===== config.mk =====
export PLATFORM = sky130hd
export DESIGN_NAME = ps2_host_tx
export DESIGN_NICKNAME = d
export VERILOG_FILES = /design/src/rtl/ps2_pkg.sv /design/src/rtl/ps2_line_sync.sv /design/src/rtl/ps2_host_tx.sv
export SDC_FILE = /design/constraint.sdc
export NUM_CORES = 1
export LEC_CHECK = 0
export CORE_AREA = 3 3 84 86
export DETAILED_ROUTE_END_ITERATION = 7
export DIE_AREA = 0 0 87 89
export HOLD_SLACK_MARGIN = 0.1
export PLACE_DENSITY = 0.67
export SYNTH_ARGS = -nofsm -noshare
export SYNTH_HDL_FRONTEND = slang
export SYNTH_SLANG_ARGS = --single-unit

===== constraint.sdc =====
create_clock -name clock -period 1.7 [get_ports clock]
set_clock_uncertainty 0.1 [all_clocks]
set_input_delay 0.51 -clock clock [delete_from_list [all_inputs] [get_ports clock]]
set_output_delay 0.51 -clock clock [all_outputs]
set_load 0.03 [all_outputs]

===== src/rtl/ps2_pkg.sv =====
// Shared PS/2 definitions: FSM states, frame length and command bytes.
package ps2_pkg;

    typedef enum logic [2:0] {
        IDLE,
        INHIBIT,
        SHIFT,
        ACK,
        WAIT_IDLE,
        DONE,
        ERR
    } ps2_state_e;

    localparam int FRAME_LEN = 11;

    localparam logic [7:0] CMD_SET_LEDS = 8'hED;
    localparam logic [7:0] CMD_ENABLE   = 8'hF4;
    localparam logic [7:0] CMD_RESET    = 8'hFF;
    localparam logic [7:0] ACK_BYTE     = 8'hFA;

    function automatic logic odd_parity(input logic [7:0] d);
        return ~^d;
    endfunction

endpackage


===== src/rtl/ps2_line_sync.sv =====
// Two-flop synchronizer for PS2_CLK/PS2_DAT with a registered
// falling-edge pulse on the clock line.
module ps2_line_sync (
    input  logic clock,
    input  logic resetn,
    input  logic clk_i,
    input  logic dat_i,
    output logic clk_o,
    output logic dat_o,
    output logic fe_o
);

    logic clk_meta_q;
    logic clk_sync_q;
    logic clk_prev_q;
    logic dat_meta_q;
    logic dat_sync_q;
    logic fe_q;

    // Idle bus is high, so the flops reset to 1 to avoid a false edge.
    always_ff @(posedge clock) begin
        if (!resetn) begin
            clk_meta_q <= 1'b1;
            clk_sync_q <= 1'b1;
            clk_prev_q <= 1'b1;
            dat_meta_q <= 1'b1;
            dat_sync_q <= 1'b1;
            fe_q       <= 1'b0;
        end else begin
            clk_meta_q <= clk_i;
            clk_sync_q <= clk_meta_q;
            clk_prev_q <= clk_sync_q;
            dat_meta_q <= dat_i;
            dat_sync_q <= dat_meta_q;
            fe_q       <= clk_prev_q & ~clk_sync_q;
        end
    end

    assign clk_o = clk_sync_q;
    assign dat_o = dat_sync_q;
    assign fe_o  = fe_q;

endmodule


===== src/rtl/ps2_host_tx.sv =====
// PS/2 host-to-device command transmitter (request-to-send, shift, ACK).
// Define PS2_TX_TIMEOUT_EN to add the stalled-device timeout.
module ps2_host_tx
    import ps2_pkg::*;
#(
    parameter int CLK_FREQ_HZ = 50_000_000,
    parameter int INHIBIT_US  = 120,
    parameter int TIMEOUT_US  = 15000
) (
    input  logic       clock,
    input  logic       resetn,
    input  logic [7:0] cmd_data,
    input  logic       cmd_valid,
    output logic       cmd_ready,
    input  logic       ps2_clk_in,
    input  logic       ps2_dat_in,
    output logic       ps2_clk_oe,
    output logic       ps2_dat_oe,
    output logic       done,
    output logic       error
);

    localparam longint INH_L = longint'(INHIBIT_US) * longint'(CLK_FREQ_HZ) / 64'sd1_000_000;
    localparam longint TO_L  = longint'(TIMEOUT_US) * longint'(CLK_FREQ_HZ) / 64'sd1_000_000;
    localparam int INH_CYC = int'(INH_L);
    localparam int TO_CYC  = int'(TO_L);
    localparam int CNT_MAX = (INH_CYC > TO_CYC) ? INH_CYC : TO_CYC;
    localparam int CNT_W   = $clog2(CNT_MAX + 1);

    localparam logic [CNT_W-1:0] INH_LAST = CNT_W'(INH_CYC - 1);
    localparam logic [3:0]       STOP_IDX = 4'(FRAME_LEN - 2);
`ifdef PS2_TX_TIMEOUT_EN
    localparam logic [CNT_W-1:0] TO_LAST  = CNT_W'(TO_CYC - 1);
`endif

    ps2_state_e       state_q, state_d;
    logic [CNT_W-1:0] cnt_q, cnt_d;
    logic [3:0]       bit_q, bit_d;
    logic [7:0]       byte_q, byte_d;
    logic             dat_oe_q, dat_oe_d;
    logic             clk_s, dat_s, fe;
    logic             tx_bit;

    ps2_line_sync u_sync (
        .clock  (clock),
        .resetn (resetn),
        .clk_i  (ps2_clk_in),
        .dat_i  (ps2_dat_in),
        .clk_o  (clk_s),
        .dat_o  (dat_s),
        .fe_o   (fe)
    );

    always_comb begin
        tx_bit = 1'b1;
        if (bit_q < 4'd8) begin
            tx_bit = byte_q[bit_q[2:0]];
        end else if (bit_q == 4'd8) begin
            tx_bit = odd_parity(byte_q);
        end
    end

    always_comb begin
        state_d  = state_q;
        cnt_d    = cnt_q;
        bit_d    = bit_q;
        byte_d   = byte_q;
        dat_oe_d = dat_oe_q;
        unique case (state_q)
            IDLE: begin
                dat_oe_d = 1'b0;
                if (cmd_valid) begin
                    byte_d  = cmd_data;
                    cnt_d   = '0;
                    state_d = INHIBIT;
                end
            end
            INHIBIT: begin
                if (cnt_q == INH_LAST) begin
                    dat_oe_d = 1'b1;
                    bit_d    = '0;
                    cnt_d    = '0;
                    state_d  = SHIFT;
                end else begin
                    cnt_d = cnt_q + CNT_W'(1);
                end
            end
            SHIFT: begin
                if (fe) begin
                    dat_oe_d = ~tx_bit;
                    bit_d    = bit_q + 4'd1;
                    if (bit_q == STOP_IDX) begin
                        state_d = ACK;
                    end
                end
            end
            ACK: begin
                if (fe) begin
                    state_d = dat_s ? ERR : WAIT_IDLE;
                end
            end
            WAIT_IDLE: begin
                if (clk_s && dat_s) begin
                    state_d = DONE;
                end
            end
            DONE: state_d = IDLE;
            ERR: begin
                dat_oe_d = 1'b0;
                state_d  = IDLE;
            end
            default: state_d = IDLE;
        endcase
`ifdef PS2_TX_TIMEOUT_EN
        // The inhibit counter is reused as the device-response timeout.
        if (state_q inside {SHIFT, ACK, WAIT_IDLE}) begin
            if (cnt_q == TO_LAST) begin
                dat_oe_d = 1'b0;
                state_d  = ERR;
            end else begin
                cnt_d = cnt_q + CNT_W'(1);
            end
        end
`endif
    end

    always_ff @(posedge clock) begin
        if (!resetn) begin
            state_q  <= IDLE;
            cnt_q    <= '0;
            bit_q    <= '0;
            byte_q   <= '0;
            dat_oe_q <= 1'b0;
        end else begin
            state_q  <= state_d;
            cnt_q    <= cnt_d;
            bit_q    <= bit_d;
            byte_q   <= byte_d;
            dat_oe_q <= dat_oe_d;
        end
    end

    assign cmd_ready  = (state_q == IDLE);
    assign ps2_clk_oe = (state_q == INHIBIT);
    assign ps2_dat_oe = dat_oe_q;
    assign done       = (state_q == DONE);
    assign error      = (state_q == ERR);

endmodule

### Word level (Yosys, flattened, before mapping)

Index checks and enable logic that the tools add are counted.

| operators by class | value |
|---|---|
| reductions and logical operators | 12 |
| bitwise gates (word level) | 3 |
| muxes and demuxes | 21 |
| equal/unequal tests | 15 |
| magnitude comparators | 2 |
| $add $sub $neg | 2 |

Operators by type and width:

| cell | count |
|---|---|
| 20-bit 2-to-1 mux | 2 |
| 20-bit one-hot mux with 2 select lines | 1 |
| 20-bit by 1-bit adder with 20-bit output (second input constant) | 1 |
| 20-bit by 13-bit == test with 1-bit output (second input constant) | 1 |
| 3-bit 2-to-1 mux | 6 |
| 3-bit one-hot mux with 5 select lines | 1 |
| 3-bit == test (second input constant) | 3 |
| 4-bit == test (second input constant) | 2 |
| 4-bit 2-to-1 mux | 2 |
| 4-bit one-hot mux with 2 select lines | 1 |
| 8-bit XNOR reduction | 1 |
| 3-bit by 2-bit == test with 1-bit output (second input constant) | 2 |
| 2-bit by 1-bit != test with 1-bit output (second input constant) | 3 |
| 2-bit != test (second input constant) | 3 |
| 3-bit AND reduction | 2 |
| 6-bit AND reduction | 1 |
| 1-bit 2-to-1 mux | 5 |
| 4-bit by 1-bit adder with 4-bit output (second input constant) | 1 |
| 3-bit by 4-bit less-than comparator with 1-bit output (second input constant) | 1 |
| 4-bit less-than comparator (second input constant) | 1 |
| 2-bit AND reduction | 2 |
| 2-bit nonzero test | 2 |
| 1-bit binary-select mux with 3-bit select | 1 |
| 3-bit by 1-bit == test with 1-bit output (second input constant) | 1 |
| 8 further kinds | 9 |

| word-level totals | value |
|---|---|
| logic and storage cells | 66 |
| bits of input ports | 13 |
| output and inout port bits | 5 |
| register bits | 42 |

### Logic depth before layout (Yosys ltp)

| depth | value |
|---|---|
| depth after elaboration | 6 |
| depth in mapped cells | 8 |
| gate-level depth less buffers | 7 |

### Modules after synthesis

Synthesis repeated with hierarchy kept, for this count alone.

| unflattened totals | value |
|---|---|
| cell total of the unflattened synthesis | 256 |
| area, all modules | 2197.1 sq um |

Modules (own cells, without submodules):

| module | cells an instance | seq. area each (sq um) | area an instance (sq um) | instances |
|---|---|---|---|---|
| ps2_host_tx | 244 | 720.7 | 2037.0 | 1 |
| ps2_line_sync | 12 | 120.1 | 160.2 | 1 |

### Worst setup path after synthesis

OpenSTA, ideal clock, no wires.

| timing path | value |
|---|---|
| kind | register to register |
| start point | register state_q[1] |
| end point | register byte_q[6] |
| required time | 1.527 ns |
| stages on the path, launching flop included | 7 |
| period minus slack after synthesis | 2.048 ns |
| setup time | 0.073 ns |
| arrival | 1.874 ns |
| setup slack | -0.348 ns |
| path buffers | 2 |
| path through | dfxtp_1 > clkbuf_1 > nor3_1 > and2_1 > clkbuf_1 > nand2_1 > a21oi_1 |

| between the ends | value |
|---|---|
| cells in the longest elaborated chain, start to end | 2 |

RTL lines:

| what | line | source |
|---|---|---|
| start, declared | ps2_host_tx.sv:36 | `ps2_state_e state_q, state_d;` |
| start signal, assigned | ps2_host_tx.sv:135 | `state_q <= state_d;` |
| 3-bit zero test | - |  |
| net cmd_ready | ps2_host_tx.sv:14 | `output logic cmd_ready,` |
| 2-bit AND reduction (no line) | - |  |
| end signal, assigned | ps2_host_tx.sv:138 | `byte_q <= byte_d;` |
| end, declared | ps2_host_tx.sv:39 | `logic [7:0] byte_q, byte_d;` |

The timed path passes the listed nets, and every way through them passes these cells.
A chain may end at the register's enable or synchronous reset.

### Final worst setup path

| timing path | value |
|---|---|
| start point | register cnt_q[7] |
| end point | register bit_q[1] |

| between the ends | value |
|---|---|
| cells in the longest elaborated chain, start to end | 3 |

RTL lines:

| what | line | source |
|---|---|---|
| start, declared | ps2_host_tx.sv:37 | `logic [CNT_W-1:0] cnt_q, cnt_d;` |
| start signal, assigned | ps2_host_tx.sv:136 | `cnt_q <= cnt_d;` |
| 20-bit by 13-bit == test with 1-bit output | ps2_host_tx.sv:79 | `if (cnt_q == INH_LAST) begin` |
| 2-bit by 1-bit != test with 1-bit output (no line) | - |  |
| 3-bit AND reduction (no line) | - |  |
| end signal, assigned | ps2_host_tx.sv:137 | `bit_q <= bit_d;` |
| end, declared | ps2_host_tx.sv:38 | `logic [3:0] bit_q, bit_d;` |

Every way passes these cells.

==> metrics.txt <==
CTS Sinks 42; endpoint class of the critical path flip-flop; floorplan die height 89 um; hold buffers post-CTS 0; Seq. cell area 855 um^2; # nets final 376; clock slew at reported path FFs 0.08 ns; slowest cell on the critical path or3b_4; final wirelength 6490 um; PwrDens 917 nW/um^2; fillcell total 527; Layout area overhead 50.8%; layout cells sized above 1 0.419; Max clock buf depth 2; critical path arrival 1.96 ns; slowest stage delay, CP 0.42 ns; worst-path cell chain or3b_4 > nor3_4 > a21oi_4 > nor3_4 > mux2i_1; max-slew violations 0; Cells after Synth 278; Overall Power 0.00321 W; final antenna diode count 0; Static Leak 1.37 nW; via count 2360; commonest non-fill, non-tap cell in the layout buf_4; DR WL/cell 14.8 um; Fin. Hold Viols 0; drt first-iter violations 78; HPWL after DPL 4320 um; initial antenna violation count 0; most frequent cells in the layout buf_4 (59), nand2_1 (36), dfxtp_1 (33); relative slew slack 0.741; worst skew pair latency 0.31 ns; vias in the first global route 2247; number of nets with antenna violations after routing 0; H-Tree Depth 2; width of the die 87 um; Core Area 6350 um^2; EDFF count, synth 0; port buffer count 17; final period utilization 1.07; status finished with violations; area taken by multi-input logic gates 1620 um^2; Hold/Removal Path Class reg -> reg; global-route wire length before repair 10100 um; Site Rows 29; Setup violations, final 29; io pins 18; GPL Wtd Cong 0.871; final core occ 0.552; crit-path max FO 5; TNS Setup -0.997 ns; largest net degree at the start of global routing 13; Worst VDD drop 601 uV; total track usage 0.164; GRT overflow 0; ys flop type dfxtp_1; total die area 7740 um^2; Max Freq 0.551 GHz; unrepaired setup endpoints after global routing yes; sequential area share after synthesis 0.362; Worst path most repeated cell nor3_4; failing checks negative setup slack; crit start category flip-flop; Worst Setup Slack, final -0.116 ns; # DRC 0; Initial Utilization 0.366; Mapped Nets 295; CTS tree done; measured slew at the worst slew-check pin 0.387 ns; Synth Cell Area 2320 um^2; Critical Setup Path Class reg -> reg; post-synthesis register bit count 42; Via density 5.40; Crit path max-delay family simple AND/OR/NAND/NOR gates; Crit path required time 1.84 ns; Pre-antenna DRT Iters 4; fin crit period 1.82 ns; Synth Warn # 0; Netlist cell types 48; Clk Tree Root Cell clkbuf_8; ys async rst share 0; CTS Buf Count 5; max-cap violation count 0; WP buf/inv 0; Mean Syn Cell Area 8.36 um^2
## state kept, by name (all words and copies together) (netlist names)
register	cells
bit_q	4
byte_q	8
cnt_q	20
ps2_dat_oe	1
state_q	3
u_sync.clk_meta_q	1
u_sync.clk_o	1
u_sync.clk_prev_q	1
u_sync.dat_meta_q	1
u_sync.dat_o	1
u_sync.fe_o	1
## synth_stat cells (2+ instances only)
cell | count | share of area
buf_6 | 2 | 0.0097
o311ai_1 | 2 | 0.0075
a22oi_1 | 3 | 0.0097
a31oi_1 | 9 | 0.024
xnor2_1 | 7 | 0.026
clkbuf_1 | 6 | 0.0097
or3_1 | 2 | 0.0054
ha_1 | 4 | 0.022
nor3_1 | 5 | 0.011
or4_1 | 2 | 0.0065
and3_1 | 4 | 0.011
buf_2 | 4 | 0.0086
a21oi_1 | 23 | 0.050
mux4_2 | 2 | 0.019
o22ai_1 | 2 | 0.0054
nand4bb_1 | 2 | 0.0097
nor2b_1 | 4 | 0.011
o21ai_0 | 5 | 0.011
nor2_1 | 17 | 0.027
nand3b_1 | 3 | 0.0097
dfxtp_1 | 42 | 0.36
nor3_4 | 2 | 0.014
nand2b_1 | 11 | 0.030
nand4_1 | 14 | 0.038
and4_1 | 2 | 0.0075
nand2_1 | 38 | 0.061
mux2i_1 | 11 | 0.047
o31ai_1 | 5 | 0.016
buf_1 | 2 | 0.0032
and2_1 | 3 | 0.0081
inv_1 | 11 | 0.018
nand3_1 | 13 | 0.028
## timing repair
| item | 4_1_cts | 5_1_grt |
|---|---|---|
| setup endpoints to repair | 32 | 31 |
| setup buffers | 5 | 7 |
| pin swaps | 13 | 24 |
| gates cloned | 0 | 1 |
| gates resized for setup | 34 | 45 |
## through the flow
step	setup WS (ns)	std cells	hold slack [ns]	cell area (um^2)
6_report	-0.116	437	0.319	3500
5_1_grt	-0.217	437	0.338	3500
4_1_cts	-0.132	429	0.323	3260
3_5_place_dp	-0.403	416	0.305	3000
3_3_place_gp	-0.342	416	0.301	3000
2_1_floorplan	-0.0514	278	0.286	2380
## path summary, 6_finish.rpt
kind                                     to  slack [ns]               from  cells after the start
worst max register to register     bit_q[1]       -0.12           cnt_q[7]                      5
worst max-delay path               bit_q[1]       -0.12           cnt_q[7]                      5
worst min-delay path            u_sync.fe_o        0.32  u_sync.clk_prev_q                      2
worst min register to register  u_sync.fe_o        0.32  u_sync.clk_prev_q                      2
## power by group
group | total [W] | internal (W) | leakage, nW | switching, W
clock | 0.000690 | 0.000328 | 0.0482 | 0.000362
combinational | 0.00139 | 0.000684 | 0.977 | 0.000703
sequential | 0.00113 | 0.00106 | 0.346 | 0.0000717
## layout make-up
| type | count | share of cell area |
|---|---|---|
| tap | 77 | 0.0275 |
| clock buffer | 7 | 0.0246 |
| timing repair buffer | 90 | 0.225 |
| multi-input combinational | 208 | 0.463 |
| inverter | 12 | 0.0139 |
| clock inverter | 1 | 0.00143 |
| sequential | 42 | 0.244 |
## layer usage
metal	up-vias	global-route usage	share of wire	wire (um)
li1	1163	-	-	-
met3	17	0.0323	0.035	228
met5	-	0	0	0
met1	1128	0.207	0.42	2710
met4	0	0.0623	0.025	160
met2	52	0.277	0.52	3380
## logic make-up after synthesis
family / after synthesis / share of synthesized area
and+or+nand+nor: 127 / 0.308
AOI/OAI and AO/OA: 56 / 0.156
DFF: 42 / 0.362
buffers and inverters: 28 / 0.0560
muxes: 13 / 0.0668
xor gates and xnor gates: 8 / 0.0302
adders and majority gates: 4 / 0.0215
## tightest hold or removal path: cells and delay by family, from the launching register on
family                 cells  cell delay, ns
flip-flops                 1            0.30
buffers and inverters      1            0.05
AND/OR/NAND/NOR            1            0.04
Note: power is estimated with default switching activity, not from simulation.
==> patch 1 (same flow settings) <==
Reset style: asynchronous (`resetn`), changed in 2 clocked blocks.
--- a/src/rtl/ps2_line_sync.sv
+++ b/src/rtl/ps2_line_sync.sv
@@ -18,7 +18,7 @@
     logic fe_q;
 
     // Idle bus is high, so the flops reset to 1 to avoid a false edge.
-    always_ff @(posedge clock) begin
+    always_ff @(posedge clock or negedge resetn) begin
         if (!resetn) begin
             clk_meta_q <= 1'b1;
             clk_sync_q <= 1'b1;
--- a/src/rtl/ps2_host_tx.sv
+++ b/src/rtl/ps2_host_tx.sv
@@ -124,7 +124,7 @@
 `endif
     end
 
-    always_ff @(posedge clock) begin
+    always_ff @(posedge clock or negedge resetn) begin
         if (!resetn) begin
             state_q  <= IDLE;
             cnt_q    <= '0;
Formal check against the unedited RTL: differs if resetn is asserted again (counterexample within 4 cycles, from zero or initial values and one cycle with resetn low); with resetn held inactive, the same outputs for 10 cycles.
==> patch 1 against the unedited design <==
- highest routed layer unchanged
- design area grew 2.1%
- register-to-register slack lost 0.05 ns
- sequential cell count did not move
- synthesized cell count shrank 17%
- critical path depth fell by 1
- worst setup slack worse by 0.092 ns
- worst hold slack worse by 0.057 ns
- critical path type is now reg -> out
- synthesized area decreased by 1.9%
- the flow still finishes with violations (setup timing)
- routed wire length down 4.7%
Power is not compared: it rests on default switching activity, and its combinational part moved more than twofold at a synthesized area within 25%.
==> patch 1: results (changes against the unedited design) <==
placed_design:
  dpl.cell_count: 374  # was 416
  place.detailed.hpwl_um: 3966  # was 4320 µm
  place_congestion: 0.7947  # was 0.8708
  placed_cell_area_um2: 2947  # was 3003 µm²
  dp_slack_ns: -0.2895  # was -0.4031 ns
drt:
  drtIter0Drc: 124  # was 78
  route.met3.wl_um: 267  # was 228 µm
  wl_met1_um: 2628  # was 2713 µm
  top_layer: "met4"  # unchanged
  route.met2.wl_um: 3183  # was 3384 µm
  first_pass_iters: 4  # unchanged
  routed_wl_um: 6178  # was 6486 µm
  num_vias: 2112  # was 2360
  wl_per_cell_um: 15.33  # was 14.84 µm
yosys:
  syn_nets: 248  # was 295
  ys_types: 52  # was 48
  netlist_top_cells_area: "dfrtp_1 (41%), dfstp_2 (5.8%), nand2_1 (4.1%)"  # was dfxtp_1 (36%), nand2_1 (6.1%), a21oi_1 (5.0%)
  yosys.area_share.adder: 0.02195  # was 0.02154
  synth_ff_type: "dfrtp_1"  # was dfxtp_1
  synthCells: 231  # was 278
  synthArstFlopShare: 1.000  # was 0
  synth_xor_area_frac: 0.03458  # was 0.03016
  yosysSeqAreaShare: 0.4638  # was 0.3619
  synth_mux_area_frac: 0.06092  # was 0.06677
  synth-compound-area-share: 0.1751  # was 0.1556
  synthTopCellsByCount: "dfrtp_1 (37), nand2_1 (25), nand3_1 (15)"  # was dfxtp_1 (42), nand2_1 (38), a21oi_1 (23)
power:
  clkPwrFrac: 0.373
  ir_drop_uv: 264.8
  power.density_nw_per_um2: 478.6
  powerSeq_uw: 1010
status:
  status: "finished, violations left"  # unchanged
  violations: "setup timing"  # unchanged
grt:
  grt_pass1_vias: 2192  # was 2247
  grt_max_degree: 24  # was 13
  antenna_found_initial: 0  # unchanged
  grt_pass1_wl_um: 10380  # was 10120 µm
  grtUsageTotal: 0.1694  # was 0.1643
setup_path:
  cpMaxStageDelayCell: "dfrtp_1"  # was or3b_4
  cp_max_fo: 3  # was 5
  crit_family: "flip-flops"  # was simple AND/OR/NAND/NOR gates
  cpPeakStageDelay_ns: 0.40  # was 0.42 ns
  worstPathArrival_ns: 1.30  # was 1.96 ns
final_layout:
  antenna_cells: 0  # unchanged
  fill_cells: 483  # was 527
  drive_gt1_frac: 0.4816  # was 0.4194
  reg_top3: "cnt_q (20), byte_q (8), bit_q (4)"  # unchanged
  fin_nets: 342  # was 376
clock_tree:
  clk_latency_ns: 0.30
  clockRootBuffer: "clkbuf_8"  # unchanged
  numCtsBuffers: 5  # unchanged
hold_path:
  hp-class: "reg -> reg"  # unchanged
timing:
  timing.final.ws_setup_ns: -0.2080  # was -0.1156 ns
  setup_viol: 24  # was 29
  fin_tns_setup_ns: -2.931  # was -0.9972 ns
  worst_pin_slew_ns: 0.4669  # was 0.3866 ns
patch 1: worst register-to-register path: stages (launching register included):
cell	delay, ns
dfrtp_1	0.36
ha_2	0.18
and3_4	0.23
and4_4	0.28
nand3_2	0.10
or4_1	0.45
nand3_1	0.11
patch 1: layout make-up:
cell class | instances | area (µm²) | share of cell area
tap | 77 | 96.34 | 0.02693
multi-input combinational | 170 | 1444 | 0.4036
clock inverter | 2 | 13.76 | 0.003847
inverter | 9 | 33.78 | 0.009444
clock buffer | 6 | 72.57 | 0.02029
sequential | 42 | 1060 | 0.2963
timing repair buffer | 97 | 857.1 | 0.2396
patch 1: kinds of logic (layout without fill, tap and decap cells):
family	Yosys count	in the layout
buf+inv	19	114
compound gates	58	58
simple gates	89	89
fa+ha+maj	4	4
flops	42	42
xor+xnor	9	9
mux	10	10
patch 1: timing repair:
action / CTS / global route
hold buffers: 1 / 0
endpoints found under the setup margin: 27 / 39
setup buffers: 16 / 8
resized for setup: 53 / 38
pin swaps: 23 / 29
endpoints found under the hold margin: 15 / 0
patch 1: routing by layer:
layer  up-vias  global-route usage
li1       1031                   -
met4         0             0.06232
met3         9             0.02396
met2        42              0.2933
met1      1030              0.2153
met5         -                   0
patch 1: final timing paths:
path | slack [ns] | startpoint | end | cells after the start
max | -0.21 | state_q[1] | cmd_ready | 4
min | 0.26 | u_sync.dat_meta_q | u_sync.dat_o | 0
max reg2reg | -0.17 | cnt_q[0] | cnt_q[18] | 6
min reg2reg | 0.26 | u_sync.dat_meta_q | u_sync.dat_o | 0
max in group asynchronous | 0.60 | resetn | state_q[0] | 3
min in group asynchronous | 0.60 | resetn | byte_q[4] | 3
==> patch 2 (same settings) <==
Without the edit above. Add a define of `PS2_TX_TIMEOUT_EN`.
--- a/src/rtl/ps2_host_tx.sv
+++ b/src/rtl/ps2_host_tx.sv
@@ -1,5 +1,7 @@
 // PS/2 host-to-device command transmitter (request-to-send, shift, ACK).
 // Define PS2_TX_TIMEOUT_EN to add the stalled-device timeout.
+`define PS2_TX_TIMEOUT_EN
+
 module ps2_host_tx
     import ps2_pkg::*;
 #(
Check against the original RTL: no difference found for any inputs over 10 cycles, from zero or initial values and one cycle with resetn low; that may be too few to reach the edited logic, so the function may still have changed.
==> patch 2 against the unedited design <==
- critical path depth increased by 3
- the flow still finishes with violations (setup timing)
- routed wire length decreased by 1.4%
- utilization decreased by 1.0 points
- final cell count increased by 2.5%
- sequential share of layout area increased by 0.53 points
- design area decreased by 1.9%
- fmax decreased by 23%
- global-route usage increased by 0.70 points
- worst setup slack got worse by 0.55 ns
- synthesized area decreased by 1.3%
- sequential cell count unchanged
Power is not compared: it rests on default switching activity, and its combinational part moved more than twofold at a synthesized area within 25%.
==> patch 2: results (changes against the unedited design) <==
yosys:
  ys_types: 45  # was 48
  netlist_top_cells_area: "dfxtp_1 (37%), nand2_1 (6.6%), a21oi_1 (3.1%)"  # was dfxtp_1 (36%), nand2_1 (6.1%), a21oi_1 (5.0%)
  synthTopCellsByCount: "dfxtp_1 (42), nand2_1 (40), nor2_1 (18)"  # was dfxtp_1 (42), nand2_1 (38), a21oi_1 (23)
  yosysSeqAreaShare: 0.3668  # was 0.3619
timing:
  timing.final.ws_setup_ns: -0.6654  # was -0.1156 ns
  worst_pin_slew_ns: 0.4768  # was 0.3866 ns
  fin_tns_setup_ns: -15.79  # was -0.9972 ns
  whs_ns: 0.3114  # was 0.3193 ns
  setup_viol: 32  # was 29
placed_design:
  io_buffer_count: 17  # unchanged
  place.detailed.hpwl_um: 4500  # was 4320 µm
  place_congestion: 0.9037  # was 0.8708
  dp_slack_ns: -0.6353  # was -0.4031 ns
  placed_cell_area_um2: 3044  # was 3003 µm²
final_layout:
  fin_nets: 387  # was 376
  drive_gt1_frac: 0.3639  # was 0.4194
  fill_cells: 554  # was 527
status:
  violations: "setup timing"  # unchanged
  status: "finished, violations left"  # unchanged
drt:
  wl_per_cell_um: 14.27  # was 14.84 µm
  vias_per_cell: 5.205  # was 5.400
grt:
  grt_max_degree: 20  # was 13
  grtUsageTotal: 0.1713  # was 0.1643
  grt_pass1_vias: 2212  # was 2247
  grt_pass1_wl_um: 10430  # was 10120 µm
clock_tree:
  path_clk_slew_ns: 0.09
hold_path:
  hp-class: "reg -> reg"  # unchanged
setup_path:
  cp_max_fo: 6  # was 5
-- patch 2: logic make-up (layout without fill, tap and decap cells) --
family | count (synthesis) | in the layout | share of synthesized area
xor+xnor | 12 | 12 | 0.04585
fa+ha+maj | 4 | 4 | 0.02183
simple gates | 130 | 130 | 0.2920
mux | 2 | 2 | 0.01965
compound gates | 70 | 70 | 0.2134
flops | 42 | 42 | 0.3668
buf+inv | 18 | 111 | 0.04039
-- patch 2: area by class of cell --
| cell class | instances | area share |
|---|---|---|
| clock inverter | 3 | 0.01419 |
| inverter | 9 | 0.009825 |
| clock buffer | 5 | 0.02001 |
| timing repair buffer | 94 | 0.2394 |
| multi-input combinational | 218 | 0.4392 |
| sequential | 42 | 0.2493 |
| tap | 77 | 0.02802 |
-- patch 2: routing by layer --
layer,routed length (µm),up-vias,track usage
met2,3263,35,0.3092
met5,0,-,0
met3,178,15,0.03226
li1,-,1195,-
met1,2829,1087,0.2022
met4,122,0,0.06091
-- patch 2: path summary, 6_finish.rpt --
check,depth (start not counted),endpoint,startpoint
max reg2reg,8,cnt_q[3],cnt_q[4]
max,8,cnt_q[3],cnt_q[4]
min,1,u_sync.clk_o,u_sync.clk_meta_q
min reg2reg,1,u_sync.clk_o,u_sync.clk_meta_q
-- patch 2: per-stage QoR --
step | std cells | utilization | total power (µW)
2_1_floorplan | 278 | - | 1201
3_3_place_gp | 430 | 0.4794 | 1309
3_5_place_dp | 430 | 0.4794 | 1312
4_1_cts | 445 | 0.5261 | 2164
5_1_grt | 448 | 0.5415 | 2252
6_report | 448 | 0.5415 | 2163
-- patch 2: repair_timing --
| action | 4_1_cts | 5_1_grt |
|---|---|---|
| setup buffers | 7 | 2 |
| pin swaps | 8 | 4 |
| resized for setup | 41 | 18 |
| gates cloned | 0 | 1 |
| endpoints found under the setup margin | 33 | 33 |
-- patch 2: worst max-delay path, stage by stage (launching register included) --
cell,delay (ns)
dfxtp_2,0.33
or4b_1,0.50
or4_4,0.49
o21ai_4,0.19
a31o_4,0.24
buf_4,0.13
buf_4,0.10
nor3_1,0.04
a21o_1,0.14
-- patch 2: power groups by stage --
stage	Sequential [µW]	Combinational, µW	Clock, µW
after detailed placement	1040	269	0
after global routing	1020	337	894
final	1020	310	836
after floorplan	1040	159	0
after global placement	1040	266	0
after CTS	1020	295	851
